===== src/rtl/rrf_alloc_ctrl_if.sv =====
// Dispatch <-> RRF allocation controller signal bundle.
// master = dispatch/commit side, slave = allocation controller.
interface rrf_alloc_ctrl_if #(
   parameter int RRF_SEL = 6
);
   // reqN_i is a request held for the cycle; alloc_enN_o is the same-cycle
   // grant. A request is consumed only on a cycle where its grant is high.
   logic               req1_i;
   logic               req2_i;
   logic               stall_dp_i;
   logic               com1_en_i;
   logic               com2_en_i;
   logic               flush_i;
   logic               alloc_en1_o;
   logic               alloc_en2_o;
   logic [RRF_SEL-1:0] rrftag1_o;
   logic [RRF_SEL-1:0] rrftag2_o;
   logic               allocatable_o;
   logic [RRF_SEL:0]   freenum_o;
   logic [RRF_SEL-1:0] rrfptr_o;
   logic [RRF_SEL-1:0] comptr_o;
   logic               nextrrfcyc_o;
   logic               err_o;

   modport master (
      output req1_i, req2_i, stall_dp_i, com1_en_i, com2_en_i, flush_i,
      input  alloc_en1_o, alloc_en2_o, rrftag1_o, rrftag2_o, allocatable_o,
             freenum_o, rrfptr_o, comptr_o, nextrrfcyc_o, err_o
   );

   modport slave (
      input  req1_i, req2_i, stall_dp_i, com1_en_i, com2_en_i, flush_i,
      output alloc_en1_o, alloc_en2_o, rrftag1_o, rrftag2_o, allocatable_o,
             freenum_o, rrfptr_o, comptr_o, nextrrfcyc_o, err_o
   );
endinterface


===== src/rtl/rrf_alloc_ctrl.sv =====
// Rename register file allocation controller: circular-buffer tag issue,
// in-order commit reclaim, mispredict flush and protocol-violation flag.
module rrf_alloc_ctrl #(
   parameter int RRF_NUM = 64,
   parameter int RRF_SEL = 6
) (
   input logic             clk,
   input logic             reset,
   rrf_alloc_ctrl_if.slave bus
);
   localparam logic [RRF_SEL:0]   NUM_W  = (RRF_SEL+1)'(RRF_NUM);
   localparam logic [RRF_SEL+1:0] NUM_WX = (RRF_SEL+2)'(RRF_NUM);

   // Pointers carry one extra MSB: the wrap parity of that pointer.
   logic [RRF_SEL:0]   rrfptr_q, comptr_q, freenum_q;
   logic               err_q;

   logic [1:0]         reqnum, comnum;
   logic [RRF_SEL:0]   reqnum_w, comnum_w, occupied, com_eff, alloc_num;
   logic [RRF_SEL+1:0] free_sum;
   logic               allocatable, do_alloc, com_ovf, free_ovf, com_order_bad, viol;
   logic [RRF_SEL:0]   comptr_nxt, rrfptr_nxt, freenum_nxt;

   always_comb begin
      reqnum   = {1'b0, bus.req1_i} + {1'b0, bus.req2_i};
      comnum   = {1'b0, bus.com1_en_i} + {1'b0, bus.com2_en_i};
      reqnum_w = (RRF_SEL+1)'(reqnum);
      comnum_w = (RRF_SEL+1)'(comnum);
      occupied = NUM_W - freenum_q;

      // Only registered free count is used, so same-cycle commits never
      // enable a same-cycle allocation. No partial grants.
      allocatable = (freenum_q >= reqnum_w);
      do_alloc    = allocatable & ~bus.stall_dp_i & ~bus.flush_i;
      alloc_num   = do_alloc ? reqnum_w : '0;

      com_order_bad = bus.com2_en_i & ~bus.com1_en_i;
      com_ovf       = (comnum_w > occupied);
      com_eff       = com_ovf ? occupied : comnum_w;

      free_sum = {1'b0, freenum_q} + {1'b0, com_eff} - {1'b0, alloc_num};
      free_ovf = (free_sum > NUM_WX);
      viol     = com_order_bad | com_ovf | free_ovf;

      comptr_nxt = comptr_q + com_eff;
      if (bus.flush_i) begin
         rrfptr_nxt  = comptr_nxt;
         freenum_nxt = NUM_W;
      end else begin
         rrfptr_nxt  = rrfptr_q + alloc_num;
         freenum_nxt = free_ovf ? NUM_W : free_sum[RRF_SEL:0];
      end
   end

   always_ff @(posedge clk) begin
      if (reset) begin
         rrfptr_q  <= '0;
         comptr_q  <= '0;
         freenum_q <= NUM_W;
         err_q     <= 1'b0;
      end else begin
         rrfptr_q  <= rrfptr_nxt;
         comptr_q  <= comptr_nxt;
         freenum_q <= freenum_nxt;
         err_q     <= err_q | viol;
      end
   end

   assign bus.allocatable_o = allocatable;
   assign bus.alloc_en1_o   = do_alloc & bus.req1_i;
   assign bus.alloc_en2_o   = do_alloc & bus.req2_i;
   assign bus.rrftag1_o     = rrfptr_q[RRF_SEL-1:0];
   assign bus.rrftag2_o     = bus.req1_i ? rrfptr_q[RRF_SEL-1:0] + 1'b1
                                         : rrfptr_q[RRF_SEL-1:0];
   assign bus.freenum_o     = freenum_q;
   assign bus.rrfptr_o      = rrfptr_q[RRF_SEL-1:0];
   assign bus.comptr_o      = comptr_q[RRF_SEL-1:0];
   assign bus.nextrrfcyc_o  = rrfptr_q[RRF_SEL];
   assign bus.err_o         = err_q;
endmodule


===== src/flat_wrapper.sv =====
// flat-port wrapper written by rule: the top's interface ports become plain ports
module rrf_alloc_ctrl_flat 
#(
   parameter int RRF_NUM = 64,
   parameter int RRF_SEL = 6
)
  (clk, reset, bus_req1_i, bus_req2_i, bus_stall_dp_i, bus_com1_en_i, bus_com2_en_i, bus_flush_i, bus_alloc_en1_o, bus_alloc_en2_o, bus_rrftag1_o, bus_rrftag2_o, bus_allocatable_o, bus_freenum_o, bus_rrfptr_o, bus_comptr_o, bus_nextrrfcyc_o, bus_err_o);
  rrf_alloc_ctrl_if #(.RRF_SEL(RRF_SEL)) bus_i ();
  input logic clk;
  input logic reset;
  input wire logic [$bits(bus_i.req1_i)-1:0] bus_req1_i;
  input wire logic [$bits(bus_i.req2_i)-1:0] bus_req2_i;
  input wire logic [$bits(bus_i.stall_dp_i)-1:0] bus_stall_dp_i;
  input wire logic [$bits(bus_i.com1_en_i)-1:0] bus_com1_en_i;
  input wire logic [$bits(bus_i.com2_en_i)-1:0] bus_com2_en_i;
  input wire logic [$bits(bus_i.flush_i)-1:0] bus_flush_i;
  output wire logic [$bits(bus_i.alloc_en1_o)-1:0] bus_alloc_en1_o;
  output wire logic [$bits(bus_i.alloc_en2_o)-1:0] bus_alloc_en2_o;
  output wire logic [$bits(bus_i.rrftag1_o)-1:0] bus_rrftag1_o;
  output wire logic [$bits(bus_i.rrftag2_o)-1:0] bus_rrftag2_o;
  output wire logic [$bits(bus_i.allocatable_o)-1:0] bus_allocatable_o;
  output wire logic [$bits(bus_i.freenum_o)-1:0] bus_freenum_o;
  output wire logic [$bits(bus_i.rrfptr_o)-1:0] bus_rrfptr_o;
  output wire logic [$bits(bus_i.comptr_o)-1:0] bus_comptr_o;
  output wire logic [$bits(bus_i.nextrrfcyc_o)-1:0] bus_nextrrfcyc_o;
  output wire logic [$bits(bus_i.err_o)-1:0] bus_err_o;
  assign bus_i.req1_i = bus_req1_i;
  assign bus_i.req2_i = bus_req2_i;
  assign bus_i.stall_dp_i = bus_stall_dp_i;
  assign bus_i.com1_en_i = bus_com1_en_i;
  assign bus_i.com2_en_i = bus_com2_en_i;
  assign bus_i.flush_i = bus_flush_i;
  assign bus_alloc_en1_o = bus_i.alloc_en1_o;
  assign bus_alloc_en2_o = bus_i.alloc_en2_o;
  assign bus_rrftag1_o = bus_i.rrftag1_o;
  assign bus_rrftag2_o = bus_i.rrftag2_o;
  assign bus_allocatable_o = bus_i.allocatable_o;
  assign bus_freenum_o = bus_i.freenum_o;
  assign bus_rrfptr_o = bus_i.rrfptr_o;
  assign bus_comptr_o = bus_i.comptr_o;
  assign bus_nextrrfcyc_o = bus_i.nextrrfcyc_o;
  assign bus_err_o = bus_i.err_o;
  rrf_alloc_ctrl #(.RRF_NUM(RRF_NUM), .RRF_SEL(RRF_SEL)) u_core (.clk(clk), .reset(reset), .bus(bus_i));
endmodule

===== config.mk =====
export PLATFORM = sky130hd
export DESIGN_NAME = rrf_alloc_ctrl_flat
export DESIGN_NICKNAME = d
export VERILOG_FILES = /design/src/rtl/rrf_alloc_ctrl_if.sv /design/src/rtl/rrf_alloc_ctrl.sv /design/src/flat_wrapper.sv
export SDC_FILE = /design/constraint.sdc
export NUM_CORES = 1
export LEC_CHECK = 0
export CAP_MARGIN = 20
export CORE_ASPECT_RATIO = 1.2
export CORE_UTILIZATION = 35
export DETAILED_ROUTE_END_ITERATION = 6
export GPL_ROUTABILITY_DRIVEN = 0
export PLACE_DENSITY_LB_ADDON = 0.08
export SLEW_MARGIN = 15
export SYNTH_ARGS = -nofsm -noshare
export SYNTH_HDL_FRONTEND = slang
export SYNTH_SLANG_ARGS = --single-unit

===== constraint.sdc =====
create_clock -name clk -period 5.9 [get_ports clk]
set_input_delay 1.77 -clock clk [delete_from_list [all_inputs] [get_ports clk]]
set_output_delay 1.77 -clock clk [all_outputs]
set_load 0.005 [all_outputs]

# Yosys cells after proc, flatten, opt, wreduce, memory -nomap -nowiden
# Cells that the tools add are included.
op_classes:
  addsub: 8
  n_lt_le_gt_ge: 3
  mux: 4
  n_bitwise: 11
  n_reduce_logical: 1
ops:
  columns: ["op", "count"]
  rows:
  - ["7-bit adder", 2]
  - ["7-bit 2-to-1 mux", 2]
  - ["7-bit by 7-bit adder with 8-bit output", 1]
  - ["8-bit by 7-bit greater-than comparator with 1-bit output (second input constant)", 1]
  - ["8-bit by 7-bit subtractor with 8-bit output", 1]
  - ["7-bit by 2-bit greater-or-equal comparator with 1-bit output", 1]
  - ["2-bit by 7-bit greater-than comparator with 1-bit output", 1]
  - ["7-bit subtractor (first input constant)", 1]
  - ["6-bit by 1-bit adder with 6-bit output (second input constant)", 1]
  - ["6-bit 2-to-1 mux", 1]
  - ["1-bit AND", 5]
  - ["1-bit by 1-bit adder with 2-bit output", 2]
  - ["1-bit NOT", 3]
  - ["1-bit bitwise OR", 3]
  - ["3-bit OR reduction", 1]
  - ["2-bit 2-to-1 mux", 1]
totals:
  regBits: 22
  inputBits: 8
  out_inout_bits: 36

# Depth between registers and ports, before layout
# Gate-level depths: netlist (run 1).
logic_depth:
  ltp_word: 9
  depth_mapped: 18
  depth_no_buf: 18

# Worst setup path after synthesis (run 1)
# OpenSTA, ideal clock, no wires.
synth_path:
  path_type: "input -> register"
  start: "in bus_com1_en_i"
  end: "reg u_core.err_q, in the netlist u_core.bus.err_o"
  arrival_time_ns: 5.219
  t_required_ns: 5.775
  setup_slack_ns: 0.556
  path_stages: 15
  path_buffers: 0
  path_cell_list: "inv_1 ha_1 ha_1 a2111oi_2 nand4_2 mux2i_4 xnor2_1 ha_1 ha_1 a21o_1 nand4_1 and2_4 xnor2_1 o41a_1 o41a_1"
synth_via:
  elab_chain_len: 8
synth_rtl:
  columns: ["item", "line_no", "text"]
  rows:
  - ["start: declaration", "flat_wrapper.sv:14", "input wire logic [$bits(bus_i.com1_en_i)-1:0] bus_com1_en_i;"]
  - ["1-bit by 1-bit adder with 2-bit output", "rrf_alloc_ctrl.sv:26", "comnum = {1'b0, bus.com1_en_i} + {1'b0, bus.com2_en_i};"]
  - ["2-bit by 7-bit greater-than comparator with 1-bit output", "rrf_alloc_ctrl.sv:38", "com_ovf = (comnum_w > occupied);"]
  - ["7-bit 2-to-1 mux", "rrf_alloc_ctrl.sv:39", "com_eff = com_ovf ? occupied : comnum_w;"]
  - ["7-bit by 7-bit adder with 8-bit output", "rrf_alloc_ctrl.sv:41", "free_sum = {1'b0, freenum_q} + {1'b0, com_eff} - {1'b0, alloc_num};"]
  - ["8-bit by 7-bit subtractor with 8-bit output", "rrf_alloc_ctrl.sv:41", null]
  - ["8-bit by 7-bit greater-than comparator with 1-bit output", "rrf_alloc_ctrl.sv:42", "free_ovf = (free_sum > NUM_WX);"]
  - ["1-bit bitwise OR (*)", "rrf_alloc_ctrl.sv:43", "viol = com_order_bad | com_ovf | free_ovf;"]
  - ["1-bit bitwise OR (*)", "rrf_alloc_ctrl.sv:65", "err_q <= err_q | viol;"]
  - ["end signal: assignment", "rrf_alloc_ctrl.sv:65", null]
  - ["end: declaration", "rrf_alloc_ctrl.sv:16", "logic err_q;"]
# Every way passes the cells marked *; elsewhere a longest branch is shown, timed or not.
# A chain may end at the register's enable or synchronous reset.

# Final worst setup path (run 1)
# Ends and elaborated chain as after synthesis.

==> impl_metrics.toml, run 1 <==
[synthesis]
seq_area_frac_synth = 0.228
yosysTopAreaCell = "dfxtp_1"
synth_ff_type = "dfxtp_1"
async_flop_share = 0
yosysWarnings = 0
avgSynthCellArea_um2 = 8.44
synthTopCellsByArea = "dfxtp_1 23%, ha_1 17%, xnor2_1 6.8%"
netlist_area_mm2 = 0.00193
synth_cell_types = 49
netlist.area_leader.share = 0.228
synth_cells = 229
synth_edf_count = 0
synth-seq-cells = 22

[place]
placed_area_mm2 = 0.00238
dp.cells = 325
dp_hpwl_mm = 3.57
port_buffers = 43
post-place-ws_ns = -0.0440

[hold_path]
min_from = "u_core.bus.err_o$_SDFF_PP0_"
min_path_cells = 1
holdCritPathClass = "flip-flop to flip-flop"

[global_route]
grt_util_all_layers = 0.156
grt_pass1_wl_mm = 7.36
grt_pass1_vias = 1578
grt_max_degree = 14
grt_remaining_overflow = 0
antenna_found_initial = 0

[sta]
setup_viol = 0
worstMarginPinSlew_ns = 0.555
maxSlewViolCount = 0
fin_ws_ns = 0.270
max_freq_ghz = 0.178
fin_crit_sh = 0.954
skew_ns = 0.00820
period_needed_ns = 5.63
grt_setup_unrepaired = "false"
tns_ns = 0
slew_headroom = 0.629
hold_viol = 0

[worst_setup_path]
arrival_ns = 5.80
worst_setup_path_end_kind = "flip-flop"
crit_start = "bus_com1_en_i"
critPathKind = "input pin to flip-flop"
worstSetupStartpointType = "input pin"
timing.rr.start = "u_core.bus.freenum_o[0]$_SDFF_PP0_"
reg2reg_slack_ns = 1.52
crit_fanout = 3
reg2reg_depth = 17
required_ns = 6.07

[outcome]
outcome = "complete, no violations"

[finish]
stdcell_area_mm2 = 0.00247
fin_nets = 305
final_common_cell = "clkdlybuf4s50_1"
final_cells = 329
drive_gt1_frac = 0.0787
n_antenna_cell = 0
areaGrowthSynthToFinish_pct = 27.6
fillers = 554
layout_common_cells = "43 x clkdlybuf4s50_1, 29 x inv_1, 27 x ha_1, 22 x dfxtp_1, 20 x nor2_1"

[drt]
drt-initial-drc-count = 37
ant_nets = 0
routedWlPerCell_um = 13.2
vias = 1621
drcViolationCount = 0
routed_wl_mm = 4.33
drt_pass1_iterations = 4
via_per_inst = 4.93

[pwr]
powerDensity_mw_per_mm2 = 618
finalPower_mw = 1.52
ir_drop_v = 0.000365
power_leakage_nw = 1.08

[cts]
insertion_delay_ns = 0.27
cts_buffer_depth = 2
numCtsBuffers = 3
cts.sink_count = 22
htreeDepth = 1
cts_root_buffer = "clkbuf_8"
cts_setup_buffers = 0
cts_tree = "yes"
clk_transition_reported_paths_ns = 0.09

[floorplan]
dieWidth_um = 69.8
die_h_um = 83.4
rows = 29
ios = 44
start_util = 0.365
fp.dieArea_mm2 = 0.00583
core_mm2 = 0.00530

[run]
drv_cap = 0
-- metal layers --
metal	global-route usage	part of all wire
met5	0	0
met4	0.0382	0.011
met3	0.0231	0.037
met2	0.274	0.49
met1	0.199	0.46
-- metrics by stage --
stage / utilization / hold slack, ns
6_report: 0.466 / 0.518
5_1_grt: 0.466 / 0.570
4_1_cts: 0.463 / 0.529
3_5_place_dp: 0.450 / 0.506
3_3_place_gp: 0.450 / 0.501
2_1_floorplan: - / 0.483
-- flip-flops by register name, indices dropped and copies added, names as in the netlist --
| signal | cells |
|---|---|
| u_core.bus.freenum_o | 7 |
| u_core.comptr_q | 7 |
| u_core.rrfptr_q | 7 |
| u_core.bus.err_o | 1 |
-- cell type report --
| class | count | area (um^2) | area share |
|---|---|---|---|
| Tap cell | 62 | 77.6 | 0.0315 |
| Multi-Input combinational cell | 162 | 1280 | 0.521 |
| Inverter | 29 | 109 | 0.0441 |
| Clock inverter | 1 | 30.0 | 0.0122 |
| Clock buffer | 3 | 41.3 | 0.0167 |
| Sequential cell | 22 | 440 | 0.179 |
| Timing Repair Buffer | 50 | 483 | 0.196 |
-- synthesized netlist by cell type (all sizes together) (6+ instances only) --
| cell type | count |
|---|---|
| nor3 | 7 |
| nand2 | 6 |
| xor2 | 7 |
| a21oi | 11 |
| buf | 13 |
| nor2 | 20 |
| nand4 | 6 |
| nand3 | 6 |
| ha | 27 |
| xnor2 | 15 |
| inv | 29 |
| dfxtp | 22 |
-- worst paths after layout --
path,endpoint
setup / recovery,u_core.bus.err_o$_SDFF_PP0_
hold / removal,u_core.bus.err_o$_SDFF_PP0_
setup reg to reg,u_core.bus.err_o$_SDFF_PP0_
hold reg to reg,u_core.bus.err_o$_SDFF_PP0_
-- critical path, stage by stage --
cell	delay, ns
clkdlybuf4s50_1	0.48
inv_1	0.05
ha_1	0.28
ha_1	0.31
a2111oi_4	0.36
nand4_2	0.19
mux2i_4	0.23
xnor2_1	0.16
ha_1	0.27
ha_1	0.28
a21o_1	0.13
nand4_1	0.14
and2_4	0.20
xnor2_1	0.14
o41a_1	0.44
o41a_1	0.37
-- logic make-up (layout without fill, tap and decap cells) --
kind of cell | Yosys count | after routing | synth area share
adders and majority gates | 29 | 29 | 0.195
xor gates and xnor gates | 22 | 22 | 0.0997
AOI/OAI and AO/OA | 37 | 37 | 0.146
and+or+nand+nor | 65 | 65 | 0.179
muxes | 4 | 4 | 0.0278
other | 2 | 5 | 0.00388
DFF | 22 | 22 | 0.228
buffers and inverters | 48 | 83 | 0.120
-- what timing repair did --
action | CTS | global route
setup endpoints to repair | 0 | 2
hold buffers | 0 | 0
gates resized for setup | 0 | 1
-- power breakdown --
part	switching (mW)	total (mW)	leakage, nW	internal, mW
combinational	0.510	1.10	0.865	0.588
sequential	0.0731	0.279	0.182	0.206
clock	0.0554	0.146	0.0357	0.0908
(Power assumes the default switching activity.)
==> inputs of run 2 (changes only) <==
--- a/config.mk
+++ b/config.mk
@@ -10,6 +10,7 @@
 export CORE_UTILIZATION = 35
 export DETAILED_ROUTE_END_ITERATION = 6
 export GPL_ROUTABILITY_DRIVEN = 0
+export GPL_TIMING_DRIVEN = 0
 export PLACE_DENSITY_LB_ADDON = 0.08
 export SLEW_MARGIN = 15
 export SYNTH_ARGS = -nofsm -noshare
==> impl_metrics.toml, run 2 (same netlist as run 1, synthesis figures left out) <==
[global_route]
grt_remaining_overflow = 0
antenna_found_initial = 0
grt_max_degree = 13
grt_util_all_layers = 0.152
grt_pass1_vias = 1609
grt_pass1_wl_mm = 7.24

[place]
port_buffers = 43
dp_hpwl_mm = 3.51
placed_area_mm2 = 0.00245

[sta]
skew_ns = 0.00313
slew_headroom = 0.646
setup_viol = 0
whs_ns = 0.524
fin_crit_sh = 0.976
hold_viol = 0
worstMarginPinSlew_ns = 0.531
maxSlewViolCount = 0
max_freq_ghz = 0.174
period_needed_ns = 5.76
tns_ns = 0

[cts]
cts_hold_buf = 0
cts_root_buffer = "clkbuf_8"
insertion_delay_ns = 0.26
cts_buffer_depth = 2
cts_tree = "yes"
htreeDepth = 1
cts.sink_count = 22
clk_transition_reported_paths_ns = 0.08
numCtsBuffers = 3

[drt]
via_per_inst = 4.85
drt-initial-drc-count = 79
routed_wl_mm = 4.37
drt_pass1_iterations = 4
drcViolationCount = 0
ant_nets = 0
routedWlPerCell_um = 12.6
vias = 1678

[worst_setup_path]
crit_chain = "clkdlybuf4s50_1 -> ha_2 -> ha_1 -> nor2b_1 -> o211ai_1 -> buf_4 -> and3_1 -> clkdlybuf4s50_1"
worst_setup_path_end_kind = "primary output"
cp.depth = 8
cp_top_family = "buffers and inverters"
critPathMaxStageDelay_ns = 0.61
reg2reg_depth = 17
crit_buf_inv = 3
timing.rr.end = "u_core.bus.err_o$_SDFF_PP0_"
timing.rr.start = "u_core.bus.freenum_o[0]$_SDFF_PP0_"
arrival_ns = 3.99
required_ns = 4.13
crit_fanout = 7
reg2reg_slack_ns = 1.37
worstSetupStartpointType = "input pin"
slowest_stage = "clkdlybuf4s50_1"
critPathKind = "input pin to primary output"
cp_common_cell = "clkdlybuf4s50_1"

[hold_path]
holdPathEnd = "u_core.bus.err_o$_SDFF_PP0_"
holdCritPathClass = "flip-flop to flip-flop"
min_path_cells = 1
min_from = "u_core.bus.err_o$_SDFF_PP0_"

[finish]
utilization = 0.487
stdcell_area_mm2 = 0.00258
drive_gt1_frac = 0.123
n_antenna_cell = 0
fin_nets = 322
fillers = 573
multiInputGateArea_mm2 = 0.00131
areaGrowthSynthToFinish_pct = 33.6
layout_common_cells = "43 x clkdlybuf4s50_1, 29 x inv_1, 25 x ha_1, 22 x dfxtp_1, 20 x nor2_1"
final_common_cell = "clkdlybuf4s50_1"
regArea_um2 = 440

[pwr]
powerDensity_mw_per_mm2 = 602
power_leakage_nw = 1.15
ir_drop_v = 0.000342

[floorplan]
dieWidth_um = 69.8
core_mm2 = 0.00530
start_util = 0.365
ios = 44
rows = 29
fp.dieArea_mm2 = 0.00583
die_h_um = 83.4

[outcome]
outcome = "complete, no violations"

[run]
drv_cap = 0
[run 2: cell count changes in the layout (fill, tap and decap cells not counted), sizes merged]
cell / before / now
dlygate4sd3: 0 / 1
buf: 7 / 18
clkbuf: 3 / 9
bufinv: 1 / 0
[run 2: cell type report]
class,instances,area share
Multi-Input combinational cell,162,0.507
Timing Repair Buffer,48,0.181
Sequential cell,22,0.171
Buffer,19,0.0475
Inverter,29,0.0422
Tap cell,62,0.0300
Clock buffer,4,0.0213
[run 2: per-layer routing]
layer	GRT usage	up-vias	routed length (um)
li1	-	878	-
met3	0.0182	2	125
met1	0.192	769	1960
met5	0	-	0
met2	0.274	29	2270
met4	0.0273	0	19
[run 2: metrics by stage]
step / std cells / setup slack [ns] / power [mW]
after floorplan: 232 / 0.556 / 1.03
after global placement: 337 / -0.337 / 1.37
after detailed placement: 337 / -0.362 / 1.38
after CTS: 346 / 0.0306 / 1.55
after global routing: 346 / -0.0185 / 1.71
final: 346 / 0.142 / 1.56
[run 2: worst max path at each step]
| stage | from | to | slack [ns] |
|---|---|---|---|
| after floorplan | bus_com1_en_i | u_core.bus.err_o$_SDFF_PP0_ | 0.56 |
| after global placement | bus_req1_i | u_core.bus.err_o$_SDFF_PP0_ | -0.34 |
| after detailed placement | bus_com1_en_i | u_core.bus.err_o$_SDFF_PP0_ | -0.36 |
| after CTS | bus_com1_en_i | u_core.bus.err_o$_SDFF_PP0_ | 0.03 |
| after global routing | bus_com2_en_i | u_core.bus.err_o$_SDFF_PP0_ | -0.02 |
| final | bus_req1_i | bus_alloc_en2_o | 0.14 |
[run 2: repair_timing]
action | CTS | global route
endpoints found under the setup margin | 4 | 7
setup buffers | 5 | 0
resized for setup | 1 | 4
pin swaps | 3 | 3
[run 2: worst reg2reg max path, cell delays in order (launching register included)]
cell	delay [ns]
dfxtp_1	0.49
inv_1	0.15
ha_1	0.37
inv_1	0.06
ha_1	0.33
a21oi_1	0.12
a2111oi_4	0.30
nand4_2	0.20
mux2i_4	0.24
xnor2_2	0.14
ha_1	0.30
ha_1	0.28
a21o_1	0.14
nand4_1	0.13
and2_4	0.20
xnor2_1	0.14
o41a_1	0.45
o41a_1	0.37
[run 2: report_power, final]
group	internal (mW)	switching, mW
sequential	0.206	0.0638
clock	0.0595	0.0522
combinational	0.634	0.540
total	0.900	0.656
==> inputs of run 3 (changes only) <==
--- a/config.mk
+++ b/config.mk
@@ -8,6 +8,7 @@
 export CAP_MARGIN = 20
 export CORE_ASPECT_RATIO = 1.2
 export CORE_UTILIZATION = 35
+export CTS_CLUSTER_DIAMETER = 30
 export DETAILED_ROUTE_END_ITERATION = 6
 export GPL_ROUTABILITY_DRIVEN = 0
 export GPL_TIMING_DRIVEN = 0
==> results of run 3 <==
Final layout, timing and power as in run 2 (identical DEF).
